[config.mk]
export PLATFORM = sky130hd
export DESIGN_NAME = periph_regbank
export DESIGN_NICKNAME = d
export VERILOG_FILES = /design/src/rtl/periph_regbank_pkg.sv /design/src/rtl/periph_regbank_ptr.sv /design/src/rtl/periph_regbank.sv
export SDC_FILE = /design/constraint.sdc
export NUM_CORES = 1
export LEC_CHECK = 0
export CORE_AREA = 2 2 310 312
export CTS_CLUSTER_DIAMETER = 30
export DETAILED_ROUTE_END_ITERATION = 8
export DIE_AREA = 0 0 312 314
export HOLD_SLACK_MARGIN = 0.15
export PLACE_DENSITY = 0.8
export SYNTH_ARGS = -nofsm -noshare
export SYNTH_HDL_FRONTEND = slang
export SYNTH_SLANG_ARGS = --single-unit
[constraint.sdc]
create_clock -name clk -period 2.1 [get_ports clk]
set_input_delay 0.525 -clock clk [delete_from_list [all_inputs] [get_ports clk]]
set_output_delay 0.525 -clock clk [all_outputs]
set_load 0.03 [all_outputs]
[src/rtl/periph_regbank_pkg.sv]
// Shared definitions for the operand register bank: subaddresses, register bit
// positions and the core-sequencing state type.
package periph_regbank_pkg;

  localparam logic [7:0] ADDR_CTRL   = 8'h00;
  localparam logic [7:0] ADDR_STATUS = 8'h01;
  localparam logic [7:0] ADDR_PTR    = 8'h02;
  localparam logic [7:0] ADDR_DATA   = 8'h03;

  localparam int unsigned CTRL_START    = 0;
  localparam int unsigned CTRL_IRQ_EN   = 1;
  localparam int unsigned CTRL_AUTO_INC = 2;

  localparam int unsigned ST_BUSY = 0;
  localparam int unsigned ST_DONE = 1;
  localparam int unsigned ST_ERR  = 2;

  typedef enum logic {
    IDLE = 1'b0,
    RUN  = 1'b1
  } state_t;

endpackage

[src/rtl/periph_regbank_ptr.sv]
// Operand-space byte pointer: load with range check, increment with wrap at TOTAL.
module periph_ptr #(
  parameter int unsigned TOTAL = 96
) (
  input  logic       clk,
  input  logic       reset,
  input  logic       load,
  input  logic [7:0] load_val,
  input  logic       inc,
  output logic [7:0] ptr,
  output logic       load_err
);

  localparam logic [8:0] LIMIT = 9'(TOTAL);
  localparam logic [7:0] LAST  = 8'(TOTAL - 1);

  logic oob;

  assign oob      = {1'b0, load_val} >= LIMIT;
  assign load_err = load && oob;

  always_ff @(posedge clk or negedge reset) begin
    if (!reset) begin
      ptr <= '0;
    end else if (load) begin
      ptr <= oob ? '0 : load_val;
    end else if (inc) begin
      ptr <= (ptr == LAST) ? '0 : ptr + 8'd1;
    end
  end

endmodule

[src/rtl/periph_regbank.sv]
// Byte-addressed register bank fronting a wide-operand compute core: pointer/data
// window into operand space, start/done sequencing, error flag and level interrupt.
module periph_regbank
  import periph_regbank_pkg::*;
#(
  parameter int unsigned OP_BYTES = 32,
  parameter int unsigned NUM_IN   = 2,
  parameter int unsigned NUM_OUT  = 1
) (
  input  logic                          clk,
  input  logic                          reset,
  input  logic [7:0]                    subaddr,
  input  logic [7:0]                    wr_data,
  input  logic                          wr_pulse,
  output logic [7:0]                    rd_data,
  input  logic                          rd_pulse,
  output logic [NUM_IN*OP_BYTES*8-1:0]  core_op,
  output logic                          core_start,
  input  logic [NUM_OUT*OP_BYTES*8-1:0] core_res,
  input  logic                          core_done,
  output logic                          done
);

  localparam int unsigned IN_BYTES  = NUM_IN * OP_BYTES;
  localparam int unsigned OUT_BYTES = NUM_OUT * OP_BYTES;
  localparam int unsigned TOTAL     = IN_BYTES + OUT_BYTES;
  localparam int unsigned IDX_W     = (TOTAL > 1) ? $clog2(TOTAL) : 1;
  localparam logic [8:0]  IN_LIM    = 9'(IN_BYTES);

  if (TOTAL > 256 || TOTAL == 0) begin : g_bad_size
    $error("periph_regbank: operand space must hold 1..256 bytes");
  end

  state_t     state;
  logic       irq_en;
  logic       auto_inc;
  logic       done_flag;
  logic       err_flag;
  logic [7:0] ptr;
  logic       ptr_load_err;
  logic [7:0] mem [TOTAL];
  logic [7:0] rd_mux;

  logic wr_ctrl, wr_status, wr_ptr, wr_dat;
  logic running, start_req, in_range, data_store, ptr_inc, done_set, err_set;

  assign wr_ctrl    = wr_pulse && (subaddr == ADDR_CTRL);
  assign wr_status  = wr_pulse && (subaddr == ADDR_STATUS);
  assign wr_ptr     = wr_pulse && (subaddr == ADDR_PTR);
  assign wr_dat     = wr_pulse && (subaddr == ADDR_DATA);
  assign running    = (state == RUN);
  assign start_req  = wr_ctrl && wr_data[CTRL_START];
  assign in_range   = {1'b0, ptr} < IN_LIM;
  assign data_store = wr_dat && in_range && !running;
  assign done_set   = running && core_done;
  // A combined write+read strobe on DATA yields a single advance.
  assign ptr_inc    = auto_inc && (subaddr == ADDR_DATA) && (wr_pulse || rd_pulse);
  assign err_set    = (start_req && running)
                    || (wr_dat && (!in_range || running))
                    || ptr_load_err;

  periph_ptr #(
    .TOTAL(TOTAL)
  ) u_ptr (
    .clk      (clk),
    .reset    (reset),
    .load     (wr_ptr),
    .load_val (wr_data),
    .inc      (ptr_inc),
    .ptr      (ptr),
    .load_err (ptr_load_err)
  );

  always_ff @(posedge clk or negedge reset) begin
    if (!reset) begin
      state      <= IDLE;
      core_start <= 1'b0;
      irq_en     <= 1'b0;
      auto_inc   <= 1'b1;
      done_flag  <= 1'b0;
      err_flag   <= 1'b0;
      done       <= 1'b0;
      rd_data    <= '0;
    end else begin
      core_start <= 1'b0;
      if (wr_ctrl) begin
        irq_en   <= wr_data[CTRL_IRQ_EN];
        auto_inc <= wr_data[CTRL_AUTO_INC];
      end
      case (state)
        IDLE: if (start_req) begin
          state      <= RUN;
          core_start <= 1'b1;
        end
        RUN: if (core_done) state <= IDLE;
        default: state <= IDLE;
      endcase
      // Hardware set takes priority over a simultaneous write-1-to-clear.
      if (done_set) done_flag <= 1'b1;
      else if (wr_status && wr_data[ST_DONE]) done_flag <= 1'b0;
      if (err_set) err_flag <= 1'b1;
      else if (wr_status && wr_data[ST_ERR]) err_flag <= 1'b0;
      done    <= done_flag && irq_en;
      rd_data <= rd_mux;
    end
  end

  always_ff @(posedge clk or negedge reset) begin
    if (!reset) begin
      for (int unsigned i = 0; i < TOTAL; i++) mem[IDX_W'(i)] <= '0;
    end else begin
      if (data_store) mem[ptr[IDX_W-1:0]] <= wr_data;
      if (done_set) begin
        for (int unsigned i = 0; i < OUT_BYTES; i++)
          mem[IDX_W'(IN_BYTES + i)] <= core_res[i*8 +: 8];
      end
    end
  end

  always_comb begin
    rd_mux = '0;
    case (subaddr)
      ADDR_CTRL: begin
        rd_mux[CTRL_IRQ_EN]   = irq_en;
        rd_mux[CTRL_AUTO_INC] = auto_inc;
      end
      ADDR_STATUS: begin
        rd_mux[ST_BUSY] = running;
        rd_mux[ST_DONE] = done_flag;
        rd_mux[ST_ERR]  = err_flag;
      end
      ADDR_PTR:  rd_mux = ptr;
      ADDR_DATA: rd_mux = mem[ptr[IDX_W-1:0]];
      default:   rd_mux = '0;
    endcase
  end

  always_comb begin
    core_op = '0;
    for (int unsigned i = 0; i < IN_BYTES; i++)
      core_op[i*8 +: 8] = mem[IDX_W'(i)];
  end

endmodule

==> results.sh, run 1 <==
export IMPL_rsz0062_at_grt="yes"
export IMPL_p_leak_nw=34.3
export IMPL_irDropWorstVdd_uv=959
export IMPL_fillers=6444
export IMPL_dr_total_vias=31700
export IMPL_routed_wl_um=181000
export IMPL_power_share_clock=0.547
export IMPL_regArea_mm2=0.0198
export IMPL_cp_data_arrival_time_ns=3.30
export IMPL_violations="negative setup slack"
export IMPL_drt_iter0_drc=3114
export IMPL_tightest_slew_ns=1.08
export IMPL_grt_pass1_vias=33600
export IMPL_routed_via_density=5.95
export IMPL_skew_ns=0.0411
export IMPL_detail_route_antenna_nets=0
export IMPL_globalplace_congestion=0.939
export IMPL_grt_pass1_wl_um=253000
export IMPL_drive_gt1_frac=0.502
export IMPL_clk_pin_slew_ns=0.05
export IMPL_slew_headroom=0.277
export IMPL_crit_type="reg2reg"
export IMPL_seqPwrFrac=0.330
export IMPL_cts_buffers=174
export IMPL_ys_seq_elements=791
export IMPL_numPortBuffers=798
export IMPL_cts_buffer_depth=3
export IMPL_antenna_found_initial=7
export IMPL_worst_slack_ns=-0.556
export IMPL_min_period_over_period=1.26
export IMPL_grt_usage=0.360
export IMPL_path_common_cell="buf_12"
export IMPL_finalMaxSlewViolations=0
export IMPL_holdWs_ns=0.274
export IMPL_final_setup_viol_count=607
export IMPL_synth_warnings=0
export IMPL_pin_count=799
export IMPL_die_w_um=312
export IMPL_path_max_fanout=8
export IMPL_max_freq_ghz=0.376
export IMPL_synth_ff_type="dfrtp_1"
export IMPL_crit_path_cell_trace="buf_12, buf_6, and2_4, buf_12, buf_8, a22o_1, a222oi_1, o211ai_1, nand4_1, o2111ai_1"
export IMPL_start_kind="flip-flop"
export IMPL_synth_seq_area_share=0.465
export IMPL_core_area_mm2=0.0944
export IMPL_areaGrowthSynthToFinish_pct=43.5
export IMPL_synth_edf_count=0
export IMPL_drc=0
export IMPL_initial_core_util=0.451
export IMPL_dieArea_mm2=0.0980
export IMPL_fin_cells=5339
export IMPL_status="finished with violations"
export IMPL_place_ws_ns=-1.16
export IMPL_post_route_util=0.646
export IMPL_slowest_stage="dfrtp_4"
export IMPL_synth_net_count=3427
export IMPL_maxCapViolCount=0
export IMPL_hold_violations=0
export IMPL_grt_max_degree=80
export IMPL_rows=113
export IMPL_clk_latency_ns=0.78
export IMPL_finalCriticalPeriod_ns=2.66
export IMPL_final_net_count=4203
export IMPL_die_h_um=314
export IMPL_p_sw_w=0.0138
export IMPL_dp_cells=4965
export IMPL_combPwrFrac=0.122
export IMPL_power_density_mw_per_mm2=869
export IMPL_routedWlPerCell_um=34.0
export IMPL_cts_tree="built"
export IMPL_yosysUniqueCellTypes=80
export IMPL_synth_cells=3149
export IMPL_multi_input_area_mm2=0.0196
export IMPL_syn_area_per_cell_um2=13.5
export IMPL_ctsRootBufferMaster="clkbuf_16"
export IMPL_required_ns=2.74
export IMPL_syn_area_mm2=0.0425
export IMPL_grt_ovfl_total=0
export IMPL_p_int_w=0.0393
export IMPL_hold_path_class="in2reg"
export IMPL_firstDrtPassIters=5
export IMPL_end_kind="flip-flop"
export IMPL_p_sw_frac=0.260
export IMPL_cts_max_level=4
export IMPL_clock_sinks=791
export IMPL_dp_hpwl_um=128000
export IMPL_slowest_delay_ns=0.54
export IMPL_async_reset_ff_frac=1.00
## critical path, delay by kind of cell, from the launching register on
family	cells	cell delay [ns]
buffers and inverters	4	0.55
flip-flops	1	0.54
AO/OA/AOI/OAI	4	1.05
AND/OR/NAND/NOR	2	0.37
## cells by family after synthesis
kind of cell / Yosys count / synth area share
compound gates: 369 / 0.0628
fa+ha+maj: 1 / 0.000294
buf+inv: 719 / 0.115
flops: 791 / 0.465
mux: 1017 / 0.300
simple gates: 252 / 0.0566
## Yosys cell counts, drive strengths merged (8+ instances only)
master	number	share of area
buf	598	0.10
a221o	11	0.0026
a22o	14	0.0029
o221ai	12	0.0025
nor2b	15	0.0023
a221oi	64	0.013
nand3	25	0.0050
a31oi	10	0.0015
mux2	828	0.24
o22ai	46	0.0068
dfrtp	790	0.46
clkbuf	116	0.010
mux2i	146	0.034
nand2	67	0.011
a22oi	56	0.0099
a21oi	34	0.0040
o21ai	60	0.0071
mux4	43	0.023
nor2	92	0.030
a32oi	8	0.0016
and2	9	0.0014
## through the flow
stage | cell area (µm²) | total power (W) | TNS [ns]
floorplan | 43100 | 0.0204 | -66.99
global placement | 52500 | 0.0234 | -517.35
global route | 61100 | 0.0544 | -178.92
detailed placement | 52500 | 0.0236 | -520.08
CTS | 60200 | 0.0530 | -293.59
finish | 61100 | 0.0531 | -160.61
## state kept, by name (all words and copies together), names as in the netlist
register	cells
err_flag	1
running	1
rd_data	8
auto_inc	1
mem	256
core_start	1
core_op	512
done	1
u_ptr.ptr	8
done_flag	1
irq_en	1
## final timing paths
path	end	startpoint	slack (ns)	depth (start not counted)
max in group asynchronous	mem[246]	reset	0.86	4
min in group asynchronous	core_op[433]	reset	0.33	2
max	rd_data[2]	u_ptr.ptr[1]	-0.56	10
max reg2reg	rd_data[2]	u_ptr.ptr[1]	-0.56	10
min	core_op[370]	wr_data[2]	0.27	2
min reg2reg	done_flag	done_flag	0.50	2
## cell type report
class,count,share of cell area
Antenna cell,2,0.0000820
Timing Repair Buffer,1314,0.225
Clock inverter,110,0.0244
Multi-Input combinational cell,1639,0.320
Sequential cell,791,0.324
Tap cell,1265,0.0259
Inverter,5,0.000471
Clock buffer,213,0.0790
## placed cells by master, fill, tap and decap left out, types with 12 or more instances in the layout
cell type	count
a21oi_1	28
a221oi_1	45
a221oi_2	15
a22o_1	14
a22oi_1	52
buf_12	112
buf_2	27
buf_4	403
buf_6	17
bufinv_16	22
clkbuf_16	177
clkbuf_2	81
clkbuf_8	26
clkdlybuf4s15_2	19
clkdlybuf4s50_1	319
clkinv_2	20
clkinv_4	19
clkinvlp_4	26
dfrtp_1	784
dlymetal6s2s_1	315
mux2_1	35
mux2_2	298
mux2_4	495
mux2i_1	145
mux4_2	43
nand2_1	48
nand3_1	16
nor2_1	28
nor2_8	56
o21ai_0	33
o21ai_1	14
o21ai_2	12
o22ai_1	34
## per-layer routing
layer  track usage  wire [µm]  vias up
met3         0.114      17500      625
met1         0.420      66100    16300
met5             0         28        -
li1              -          -    12600
met2         0.596      86400     2212
met4         0.188      11400        4
## power groups by stage
stage | Combinational, W | Clock, W | Sequential [W]
6_report | 0.00649 | 0.0291 | 0.0175
5_1_grt | 0.00681 | 0.0300 | 0.0177
4_1_cts | 0.00638 | 0.0291 | 0.0175
3_5_place_dp | 0.00590 | 0 | 0.0177
3_3_place_gp | 0.00578 | 0 | 0.0176
2_1_floorplan | 0.00303 | 0 | 0.0174
## repair_timing
item                       in CTS  in global routing
gates resized for setup       382                552
gates cloned                    4                  0
hold buffers                    1                  0
setup buffers                  34                 16
setup endpoints to repair    1017                994
hold endpoints to repair      180                  0
pin swaps                      63                 53
No activity file was read; power rests on OpenSTA's default activity.
==> run 2: changes to the inputs <==
SKIP_LAST_GASP = 1   (was unset)
==> run 2 against run 1 <==
Against the previous run: the flow still finishes with violations (negative setup slack); cell area is 0.78% higher; total power up 0.63%; cell count rose by 0.41%; setup slack got worse by 0.14 ns; critical path depth stayed put; combinational power is 4.6% higher; sequential cell count stayed put; sequential power barely moved; largest cell class unchanged; first-iteration DRC count rose by 4.6%; global-route usage shrank 0.12 points; fmax is 5.1% lower; die area did not move.
==> results.sh, run 2 (same netlist as run 1, synthesis figures left out) <==
export IMPL_slowest_stage="dfrtp_4"
export IMPL_rsz0062_at_grt="yes"
export IMPL_combPwrFrac=0.127
export IMPL_p_sw_frac=0.262
export IMPL_final_common_cell="dfrtp_1"
export IMPL_detail_route_antenna_nets=0
export IMPL_p_sw_w=0.0140
export IMPL_power_density_mw_per_mm2=868
export IMPL_firstDrtPassIters=7
export IMPL_dieArea_mm2=0.0980
export IMPL_initial_core_util=0.451
export IMPL_holdWs_ns=0.283
export IMPL_start_kind="flip-flop"
export IMPL_grt_max_degree=80
export IMPL_slew_headroom=0.282
export IMPL_core_area_mm2=0.0944
export IMPL_routedWlPerCell_um=34.5
export IMPL_dp_cells=4965
export IMPL_power_share_clock=0.544
export IMPL_irDropWorstVdd_uv=960
export IMPL_p_int_w=0.0394
export IMPL_globalplace_congestion=0.939
export IMPL_hold_violations=0
export IMPL_skew_ns=0.0387
export IMPL_worst_slack_ns=-0.698
export IMPL_cts_max_level=4
export IMPL_drc=0
export IMPL_critPathBufInv=4
export IMPL_grt_pass1_wl_um=252000
export IMPL_tightest_slew_ns=1.08
export IMPL_clk_latency_ns=0.79
export IMPL_finalCriticalPeriod_ns=2.80
export IMPL_cts_tree="built"
export IMPL_grt_pass1_vias=33500
export IMPL_largest_reg_flops=512
export IMPL_path_common_cell="buf_12"
export IMPL_required_ns=2.74
export IMPL_dp_hpwl_um=128000
export IMPL_die_w_um=312
export IMPL_routed_via_density=5.99
export IMPL_ctsRootBufferMaster="clkbuf_16"
export IMPL_crit_path_cell_trace="buf_12, buf_6, and2_4, buf_12, buf_8, a22o_1, a222oi_1, o211ai_1, nand4_1, o2111ai_1"
export IMPL_areaGrowthSynthToFinish_pct=44.6
export IMPL_maxCapViolCount=0
export IMPL_crit_type="reg2reg"
export IMPL_antenna_found_initial=7
export IMPL_cp_data_arrival_time_ns=3.43
export IMPL_drive_gt1_frac=0.509
export IMPL_grt_ovfl_total=0
export IMPL_final_net_count=4224
export IMPL_place_ws_ns=-1.16
export IMPL_hold_path_class="in2reg"
export IMPL_cts_buffers=174
export IMPL_grt_usage=0.359
export IMPL_max_freq_ghz=0.357
export IMPL_end_kind="flip-flop"
export IMPL_fin_cells=5361
export IMPL_clk_pin_slew_ns=0.05
export IMPL_dr_total_vias=32100
export IMPL_status="finished with violations"
export IMPL_finalMaxSlewViolations=0
export IMPL_drt_iter0_drc=3257
export IMPL_tns_ns=-159.57
export IMPL_pin_count=799
export IMPL_routed_wl_um=185000
export IMPL_path_max_fanout=8
export IMPL_cts_buffer_depth=3
export IMPL_numPortBuffers=798
export IMPL_clock_sinks=791
export IMPL_p_leak_nw=35.4
export IMPL_seqPwrFrac=0.329
export IMPL_min_period_over_period=1.33
export IMPL_post_route_util=0.651
export IMPL_rows=113
export IMPL_layout_common_cells="dfrtp_1 (787), mux2_4 (497), buf_4 (402)"
export IMPL_slowest_delay_ns=0.54
export IMPL_die_h_um=314
export IMPL_final_setup_viol_count=541
export IMPL_violations="negative setup slack"
export IMPL_cpLargestDelayFamily="compound AO/OA/AOI/OAI gates"
-- run 2: cell types whose count changed in the layout (fill, tap and decap cells not counted), moves of 5 or more --
| cell | previous run | this run |
|---|---|---|
| clkdlybuf4s50_1 | 319 | 267 |
| dlymetal6s2s_1 | 315 | 365 |
| clkbuf_2 | 81 | 124 |
| buf_2 | 27 | 8 |
| clkdlybuf4s15_2 | 19 | 0 |
| buf_6 | 17 | 25 |
| clkbuf_16 | 177 | 183 |
| buf_8 | 10 | 15 |
| o21ai_0 | 33 | 28 |
| o21ai_1 | 14 | 19 |
-- run 2: cell type report --
| type | count | area [µm²] |
|---|---|---|
| timing repair buffer | 1335 | 14100 |
| tap | 1265 | 1580 |
| sequential | 791 | 19800 |
| fill | 6367 | 32900 |
| clock buffer | 213 | 4820 |
| inverter | 5 | 28.8 |
| clock inverter | 110 | 1490 |
| multi-input combinational | 1639 | 19700 |
| antenna | 3 | 7.51 |
-- run 2: path summary, 6_finish.rpt --
path                       slack, ns           end          from  cells past startpoint
min in group asynchronous       0.33  core_op[260]         reset                      2
min                             0.28  core_op[370]    wr_data[2]                      2
max                            -0.70    rd_data[2]  u_ptr.ptr[1]                     10
max in group asynchronous       0.87      mem[246]         reset                      4
max reg2reg                    -0.70    rd_data[2]  u_ptr.ptr[1]                     10
min reg2reg                     0.50      mem[164]      mem[164]                      1
-- run 2: repair_timing --
item	CTS	global route
gates cloned	4	6
pin swaps	63	59
setup buffers	34	31
hold endpoints to repair	180	0
setup endpoints to repair	1017	1017
gates resized for setup	208	746
hold buffers	1	0
-- run 2: per-layer routing --
metal	vias to the layer above	part of all wire	GRT usage	wire, µm
met5	-	0.00025	0	46
met4	6	0.069	0.186	12800
met3	727	0.10	0.111	18800
met2	2287	0.47	0.591	87100
met1	16500	0.36	0.422	66100
li1	12600	-	-	-
-- run 2: power groups by stage --
stage | clock network (W) | logic [W] | registers (W)
2_1_floorplan | 0 | 0.00303 | 0.0174
3_3_place_gp | 0 | 0.00578 | 0.0176
3_5_place_dp | 0 | 0.00590 | 0.0177
4_1_cts | 0.0291 | 0.00636 | 0.0175
5_1_grt | 0.0300 | 0.00711 | 0.0177
6_report | 0.0291 | 0.00679 | 0.0176
-- run 2: through the flow --
step	total power [W]	cell area, µm²
2_1_floorplan	0.0204	43100
3_3_place_gp	0.0234	52500
3_5_place_dp	0.0236	52500
4_1_cts	0.0530	60200
5_1_grt	0.0548	61500
6_report	0.0534	61500
